--- src/rtl/audio_i2s_tx.sv ---
// ---------------------------------------------------------------------------
// audio_i2s_tx
//
// Purpose:
//   Final stage of the voice datapath. Takes the 32-bit signed TONE mix,
//   scales it by an arithmetic right shift (GAIN) and turns it into a 16-bit
//   mono sample. It then serialises that sample as a standard I2S stream
//   (the same word on left and right) for the codec DAC. BCLK and LRCLK are
//   derived from CLK.
//
//   Once per frame a new sample is requested from the synth controller.
//   The incoming sample is held in a pending buffer and moved into the frame
//   buffer at the next frame start, so a key sweep can complete anywhere
//   inside the frame.
//
// Parameters:
//   BCLK_HALF   CLK cycles per BCLK half-period (>= 2). A frame lasts
//               64 BCLK periods, which is 128*BCLK_HALF CLK cycles.
//
// Ports:
//   CLK          system clock
//   RESET        synchronous, active-high reset
//   TONE[31:0]   signed mixed sample, captured when TONE_VALID = 1
//   TONE_VALID   one-cycle pulse marking the end of a key sweep
//   GAIN[3:0]    arithmetic right-shift amount applied to TONE
//   MUTE         forces the frame sample to 0 at frame start
//   SAMPLE_REQ   one-cycle pulse at frame start (controller starts a sweep)
//   UNDERRUN     one-cycle pulse when a frame starts with nothing pending
//   AUD_BCLK     I2S bit clock
//   AUD_DACLRCK  I2S word select, 0 = left, 1 = right
//   AUD_DACDAT   I2S serial data, MSB first
//
// Build option:
//   TONE_SAT_EN  when defined, the scaled sample saturates to the range
//                [-32768, 32767]. When undefined, the low 16 bits are kept
//                (wrapping truncation).
// ---------------------------------------------------------------------------
module audio_i2s_tx #(
    parameter int BCLK_HALF = 8
) (
    input  logic        CLK,
    input  logic        RESET,
    input  logic [31:0] TONE,
    input  logic        TONE_VALID,
    input  logic [3:0]  GAIN,
    input  logic        MUTE,
    output logic        SAMPLE_REQ,
    output logic        UNDERRUN,
    output logic        AUD_BCLK,
    output logic        AUD_DACLRCK,
    output logic        AUD_DACDAT
);

    localparam int               DIV_W    = (BCLK_HALF > 1) ? $clog2(BCLK_HALF) : 1;
    localparam logic [DIV_W-1:0] DIV_LAST = DIV_W'(BCLK_HALF - 1);

    typedef enum logic {
        ST_FIRST,
        ST_RUN
    } state_t;

    state_t           state;
    logic [DIV_W-1:0] div_cnt;
    logic [5:0]       bit_cnt;
    logic [15:0]      frame_smp;
    logic [15:0]      pend_smp;
    logic             pend_vld;

    logic             div_wrap;
    logic             fall;
    logic             frame_start;
    logic [5:0]       bit_nxt;
    logic [4:0]       slot;
    logic [3:0]       bit_idx;
    logic             ser_bit;
    logic [15:0]      load_smp;
    logic [15:0]      conv_smp;

    // Bit-clock edge detection. A fall is the divider wrap while BCLK is
    // high, and every serial output is updated on a fall.
    always_comb begin
        div_wrap    = (div_cnt == DIV_LAST);
        fall        = div_wrap && AUD_BCLK;
        bit_nxt     = bit_cnt + 6'd1;
        frame_start = fall && (bit_cnt == 6'd63);
        slot        = bit_nxt[4:0];
    end

    // Data bit for the slot being entered. Slot 0 of each channel is the
    // one-BCLK I2S delay after the LRCLK edge. Slots 1..16 carry the sample
    // MSB first, and the remaining slots are zero padding.
    always_comb begin
        bit_idx = 4'(5'd16 - slot);
        ser_bit = 1'b0;
        if (slot >= 5'd1 && slot <= 5'd16) begin
            ser_bit = frame_smp[bit_idx];
        end
    end

    // Sample that the frame buffer takes at frame start. Mute overrides
    // everything. Otherwise a pending sample is used, and if there is none
    // the previous frame's sample is repeated.
    always_comb begin
        load_smp = frame_smp;
        if (MUTE) begin
            load_smp = 16'h0000;
        end else if (pend_vld) begin
            load_smp = pend_smp;
        end
    end

`ifdef TONE_SAT_EN
    logic signed [31:0] shifted;

    // Scale by the gain and clamp to the 16-bit signed range.
    always_comb begin
        shifted = $signed(TONE) >>> GAIN;
        if (shifted > 32'sd32767) begin
            conv_smp = 16'h7FFF;
        end else if (shifted < -32'sd32768) begin
            conv_smp = 16'h8000;
        end else begin
            conv_smp = shifted[15:0];
        end
    end
`else
    // Scale by the gain and keep the low 16 bits (wrapping truncation).
    always_comb begin
        conv_smp = 16'($signed(TONE) >>> GAIN);
    end
`endif

    // Main sequencer: divider, bit counter, serial outputs, sample buffers
    // and the FIRST/RUN state. The TONE_VALID update comes after the
    // frame-start block on purpose. When both happen in the same cycle, the
    // frame takes the old pending sample and the new sample stays pending.
    always_ff @(posedge CLK) begin
        if (RESET) begin
            state       <= ST_FIRST;
            div_cnt     <= '0;
            bit_cnt     <= 6'd63;
            frame_smp   <= 16'h0000;
            pend_smp    <= 16'h0000;
            pend_vld    <= 1'b0;
            SAMPLE_REQ  <= 1'b0;
            UNDERRUN    <= 1'b0;
            AUD_BCLK    <= 1'b0;
            AUD_DACLRCK <= 1'b0;
            AUD_DACDAT  <= 1'b0;
        end else begin
            SAMPLE_REQ <= 1'b0;
            UNDERRUN   <= 1'b0;

            if (div_wrap) begin
                div_cnt  <= '0;
                AUD_BCLK <= ~AUD_BCLK;
            end else begin
                div_cnt <= div_cnt + DIV_W'(1);
            end

            if (fall) begin
                bit_cnt     <= bit_nxt;
                AUD_DACLRCK <= bit_nxt[5];
                AUD_DACDAT  <= ser_bit;
            end

            if (frame_start) begin
                SAMPLE_REQ <= 1'b1;
                frame_smp  <= load_smp;
                pend_vld   <= 1'b0;
                if (!pend_vld && state == ST_RUN) begin
                    UNDERRUN <= 1'b1;
                end
                state <= ST_RUN;
            end

            if (TONE_VALID) begin
                pend_smp <= conv_smp;
                pend_vld <= 1'b1;
            end
        end
    end

endmodule

--- config.mk ---
export PLATFORM = sky130hd
export DESIGN_NAME = audio_i2s_tx
export DESIGN_NICKNAME = d
export VERILOG_FILES = /design/src/rtl/audio_i2s_tx.sv
export SDC_FILE = /design/constraint.sdc
export NUM_CORES = 1
export LEC_CHECK = 0
export ABC_AREA = 1
export CAP_MARGIN = 10
export CORE_MARGIN = 8
export CORE_UTILIZATION = 52
export DETAILED_ROUTE_END_ITERATION = 8
export GPL_ROUTABILITY_DRIVEN = 0
export PLACE_DENSITY = 0.76
export SLEW_MARGIN = 20
export SYNTH_ARGS = -nofsm -noshare
export SYNTH_HDL_FRONTEND = slang
export SYNTH_SLANG_ARGS = --single-unit
--- constraint.sdc ---
create_clock -name CLK -period 1.9 [get_ports CLK]
set_clock_uncertainty 0.1 [all_clocks]
set_input_delay 0.57 -clock CLK [delete_from_list [all_inputs] [get_ports CLK]]
set_output_delay 0.57 -clock CLK [all_outputs]
set_load 0.005 [all_outputs]
; ---- Yosys cells after proc, flatten, opt, wreduce, memory -nomap -nowiden
; Cells that the tools add are included.
[word_totals]
reg_bits = 48
inputBits = 40
output_inout_bits = 5
elab_cells = 41
[classes]
add_sub_neg = 3
n_lt_le_gt_ge = 3
n_eq_ne = 2
shift = 1
mux = 9
n_bitwise = 2
n_reduce_logical = 10
[ops]
columns = cell, count
row1 = 16-bit 2-to-1 mux, 2
row2 = 32-bit by 4-bit >>> shifter with 16-bit output, 1
row3 = "6-bit by 1-bit adder with 6-bit output, second input constant", 1
row4 = "6-bit equality test, second input constant", 1
row5 = 1-bit 2-to-1 mux, 6
row6 = "5-bit by 1-bit greater-or-equal comparator with 1-bit output, second input constant", 1
row7 = "5-bit less-or-equal comparator, second input constant", 1
row8 = "4-bit by 5-bit < comparator with 1-bit output, second input constant", 1
row9 = 1-bit binary-select mux with 4-bit select, 1
row10 = 1-bit logical AND, 4
row11 = 2-bit nonzero test, 2
row12 = 2-bit OR reduction, 2
row13 = "1-bit by 4-bit subtractor with 4-bit output, first input constant", 1
row14 = "3-bit by 1-bit adder with 3-bit output, second input constant", 1
row15 = "3-bit equality test, second input constant", 1
row16 = 1-bit inverter, 2
row17 = 2-bit AND reduction, 1
row18 = 1-bit logical NOT, 1

; ---- Logic depth before layout (Yosys ltp)
[depth]
depth_word = 5
ltp_mapped = 13
ltp_nobuf = 13

; ---- Least setup slack after synthesis
; No wires, ideal clock.
[synth_timing]
kind = register to register
from = register div_cnt[0]
to = register frame_smp[11]
setup_ns = 0.128
t_arrival_ns = 1.410
t_required_ns = 1.672
setup_slack_ns = 0.263
path_stages_with_launch = 11
path_buffers = 1
period_less_slack_ns = 1.637
cell_sequence = dfxtp_1 -> ha_1 -> ha_1 -> nand2_1 -> inv_1 -> nand4_4 -> nor2_4 -> buf_6 -> o21ai_0 -> o21ai_1 -> nor2_1
[synth_between]
elab_chain_cells = 4
[synth_rtl]
columns = item, line_no
row1 = from (decl), 63  ; logic [DIV_W-1:0] div_cnt;
row2 = from (signal assigned), 158  ; div_cnt <= div_cnt + DIV_W'(1);
row3 = 3-bit equality test, 82  ; div_wrap = (div_cnt == DIV_LAST);
row4 = 1-bit logical AND, 83  ; fall = div_wrap && AUD_BCLK;
row5 = 1-bit logical AND, 85  ; frame_start = fall && (bit_cnt == 6'd63);
row6 = 2-bit AND reduction (no line), -
row7 = to (signal assigned), 169  ; frame_smp <= load_smp;
row8 = to (decl), 65  ; logic [15:0] frame_smp;
; No other way between the ends.
; A chain may end at the register's enable or synchronous reset.

; ---- Final worst setup path
[layout_timing]
from = register AUD_BCLK
to = output port AUD_BCLK
[layout_lines]
columns = item, line_no
row1 = from (decl), 49  ; output logic AUD_BCLK,
row2 = from (signal assigned), 156  ; AUD_BCLK <= ~AUD_BCLK;
; No word-level cell between the ends.

==> summary.md <==
The library cell used most frequently in the layout, excluding fill and tap cells, is nand2_1. The sequential cell area in the final layout is 963 sq um, and the highest clock frequency the design can meet is 537 MHz. STA classifies the critical path endpoint as a primary output. The filler cells instantiated in the layout total 545.

The number of I/O pins was 45; the net count after synthesis was 590. The initial core utilization came out at 54.1%. The count of pins over their slew limit was 0. Register bit count reported by yosys: 48. The clock input transition at the sequential cells of the worst setup and hold paths came out at 0.09 ns. In this run the vertical extent of the chip is 94.9 microns. TritonCTS built the clock tree.

The internal power of the cells totals 0.00198 W. The worst setup path is of the register to primary output kind. The region available for standard cell placement spans 5990 sq um. Setup violations remaining at the end of the flow were counted as 0. The logs give 66.3% for the relative slew slack and 0 for the number of hold buffers added after cts. Summed over all cells, the static leakage comes to 1.97 nW. For this design the total switching power over the nets is 0.000750 W.

The number of buffers added on ports was 43; the overall power after layout was 0.00273 W. Compared with the post-synthesis result, the final layout area differs by 25.3%. Dividing the detail-routed wire length by the instance count gives 12.9 microns. The logs give 0.529 mV for the worst ir drop on vdd and 3830 sq um for the placed instance area. Initial antenna violation count: 0.

Max-cap violations in this run came to 0. The share of flip-flops with an asynchronous set or reset after synthesis was 0%; the post-route fraction of the period consumed by the critical path was 98.0%. The sequential fraction of design power is 38.7%, and the measured slew at the worst slew-check pin is 0.505 ns. The power density over the cells is 672 nW/um^2, and the global-route total usage across every layer is 19.6%.

The clock drives 48 sinks. The logs give 25 for the count of different cell masters after synthesis and 5 for the total clock buffers created by CTS. The antenna diode instance count came out at 0. The clock root buffer was clkbuf_8. The horizontal die dimension works out to 94.9 microns. The worst register-to-register path begins at bit_cnt[1]. The remaining antenna violation count after routing was 0; the final wirelength was 8580 microns. The tools report the worst hold slack across all endpoints as 0.305 ns.

Among all flip-flop cells after synthesis, the most frequent one is dfxtp_1. The longest clock path from root to sink contains 2 buffers. At the end of the flow the core is filled with cells to 67.8%. The cell count after synthesis is 546. The pre-antenna-repair detailed-routing pass consisted of 5 iterations.

The largest individual stage delay along the critical path comes from the cell clkdlybuf4s50_1. The clock tree synthesis step divided the H-tree into 2 levels. The logs give 6370 microns for the HPWL reported at the end of detailed placement and 39 for the pin count of the biggest net entering global routing.

The tools report the hold path startpoint as div_cnt[0]. The worst hold path belongs to the class register to register. For the finished layout cell area, the log shows 4060 sq um. Sort of element at the start of the critical path: a register.

The tools report the part of the total power dissipated in the clock network as 37.2%. The maximum fanout count along the critical path was 3. The number of global-route vias before repair is 3,348, and the synthesized area is 3240 sq um. DRC marker count from the first detailed-route iteration: 321. The Yosys warning count is 0. Per-instance average area after synthesis: 5.94 sq um. The tools report the launch point of the critical path as AUD_BCLK. The run gives 3,659 as the overall via count from detail_route. The run gives 1.19 ns as the data arrival time of the critical path. The number of nets in the layout was 634. The number of synthesized flops with an enable pin came out at 0. At the placement stage, the worst setup path has a slack of -0.353 ns. The combined buffer and inverter count along the critical path was 1. The cell class contributing the biggest share of worst-path delay is buffers and inverters.

In the final layout, the multi-input gates occupy 1890 sq um. The flow ran to the end, and the final reports show no timing, DRC or antenna violations. The part of the power in combinational logic was 24.1%.

In the layout the commonest cells are nand2_1, nand3_1, inv_1. The run gives 28 as the number of cell rows. The tools report the number of remaining DRC errors as 0. For this run, the register share of the synthesized area comes to 29.7%.

The minimum period implied by the final worst setup slack was 1.86 ns; the switching power as a share of total power was 27.5%. Delay of the slowest critical-path stage: 0.52 ns. STA puts the critical path data required time at 1.23 ns. The logs give 0.30 ns for the worst-skew pair later-pin latency and 0 for the overall overflow remaining after global route.

Walking the worst path, the cells encountered are clkdlybuf4s50_1. The hold violation total from the final report is 0, and the global-route wire length before repair is 14,700 microns. The die covers 9010 sq um. Once routing completed, OpenROAD measured the worst setup slack at 0.0382 ns. The via-per-instance ratio is 5.49, and the fraction of final layout cells sized beyond drive strength 1 is 8.80%.
[layer usage]
layer	global-route usage, %	share of wire (%)	vias up
met5	0	0	-
met4	4.16	1.1	0
met3	3.81	6.2	18
met2	31.9	45	124
met1	26.2	48	1645
li1	-	-	1872
[sequential cells by signal (all words and copies together), names as in the netlist]
signal       flops
UNDERRUN         1
pend_vld         1
SAMPLE_REQ       1
state            1
pend_smp        16
frame_smp       16
AUD_DACDAT       1
AUD_BCLK         1
bit_cnt          6
div_cnt          3
AUD_DACLRCK      1
[metrics by stage]
stage / instances / TNS [ns]
after global placement: 656 / -5.05
after global routing: 666 / -0.00994
final: 666 / 0
after floorplan: 546 / 0
after CTS: 664 / 0
after detailed placement: 656 / -5.83
[power groups by stage]
stage          clock [W]  sequential (W)  combinational [W]
2_1_floorplan          0         0.00108           0.000420
3_3_place_gp           0         0.00108           0.000627
3_5_place_dp           0         0.00108           0.000637
4_1_cts          0.00102         0.00106           0.000645
5_1_grt          0.00106         0.00106           0.000746
6_report         0.00101         0.00106           0.000657
[cell type report]
| type | instances | area share, % |
|---|---|---|
| timing repair buffer | 69 | 18.0 |
| inverter | 60 | 5.61 |
| sequential | 48 | 23.7 |
| clock buffer | 5 | 1.69 |
| clock inverter | 3 | 2.22 |
| tap | 75 | 2.31 |
| multi-input combinational | 406 | 46.4 |
[cell usage after synthesis (2+ instances only)]
master    instances  share of area, %
nor2_4            2              0.69
a21oi_1          32               4.9
o21ai_1          25               3.9
buf_6             7               2.4
o21ai_0          34               5.3
inv_2             4              0.46
a22oi_1           2              0.46
dfxtp_1          48                30
nor2_1           45               5.2
o22ai_1           2              0.39
buf_2             9               1.4
nand4_1           2              0.39
buf_4             2              0.46
ha_1              4               1.5
inv_1            55               6.4
buf_1             7              0.81
nand3_1         105                16
nand2_1         148                17
clkbuf_1          7              0.81
[logic make-up after synthesis]
family                     share of synthesized area (%)
and+or+nand+nor                                     41.0
DFF                                                 29.7
buffers and inverters                               12.9
AOI/OAI and AO/OA                                   14.9
adders and majority gates                           1.54
[repair_timing]
item,in CTS,in global routing
gates cloned,0,1
gates resized for setup,3,11
buffers inserted,0,1
pin swaps,0,0
endpoints found under the setup margin,5,33
[path summary, 6_finish.rpt]
path              depth (start not counted)            to  slack (ns)
hold reg to reg                           1    div_cnt[0]        0.31
setup / recovery                          1      AUD_BCLK        0.04
hold / removal                            1    div_cnt[0]        0.31
setup reg to reg                          9  frame_smp[5]        0.16
(Power assumes the default switching activity.)
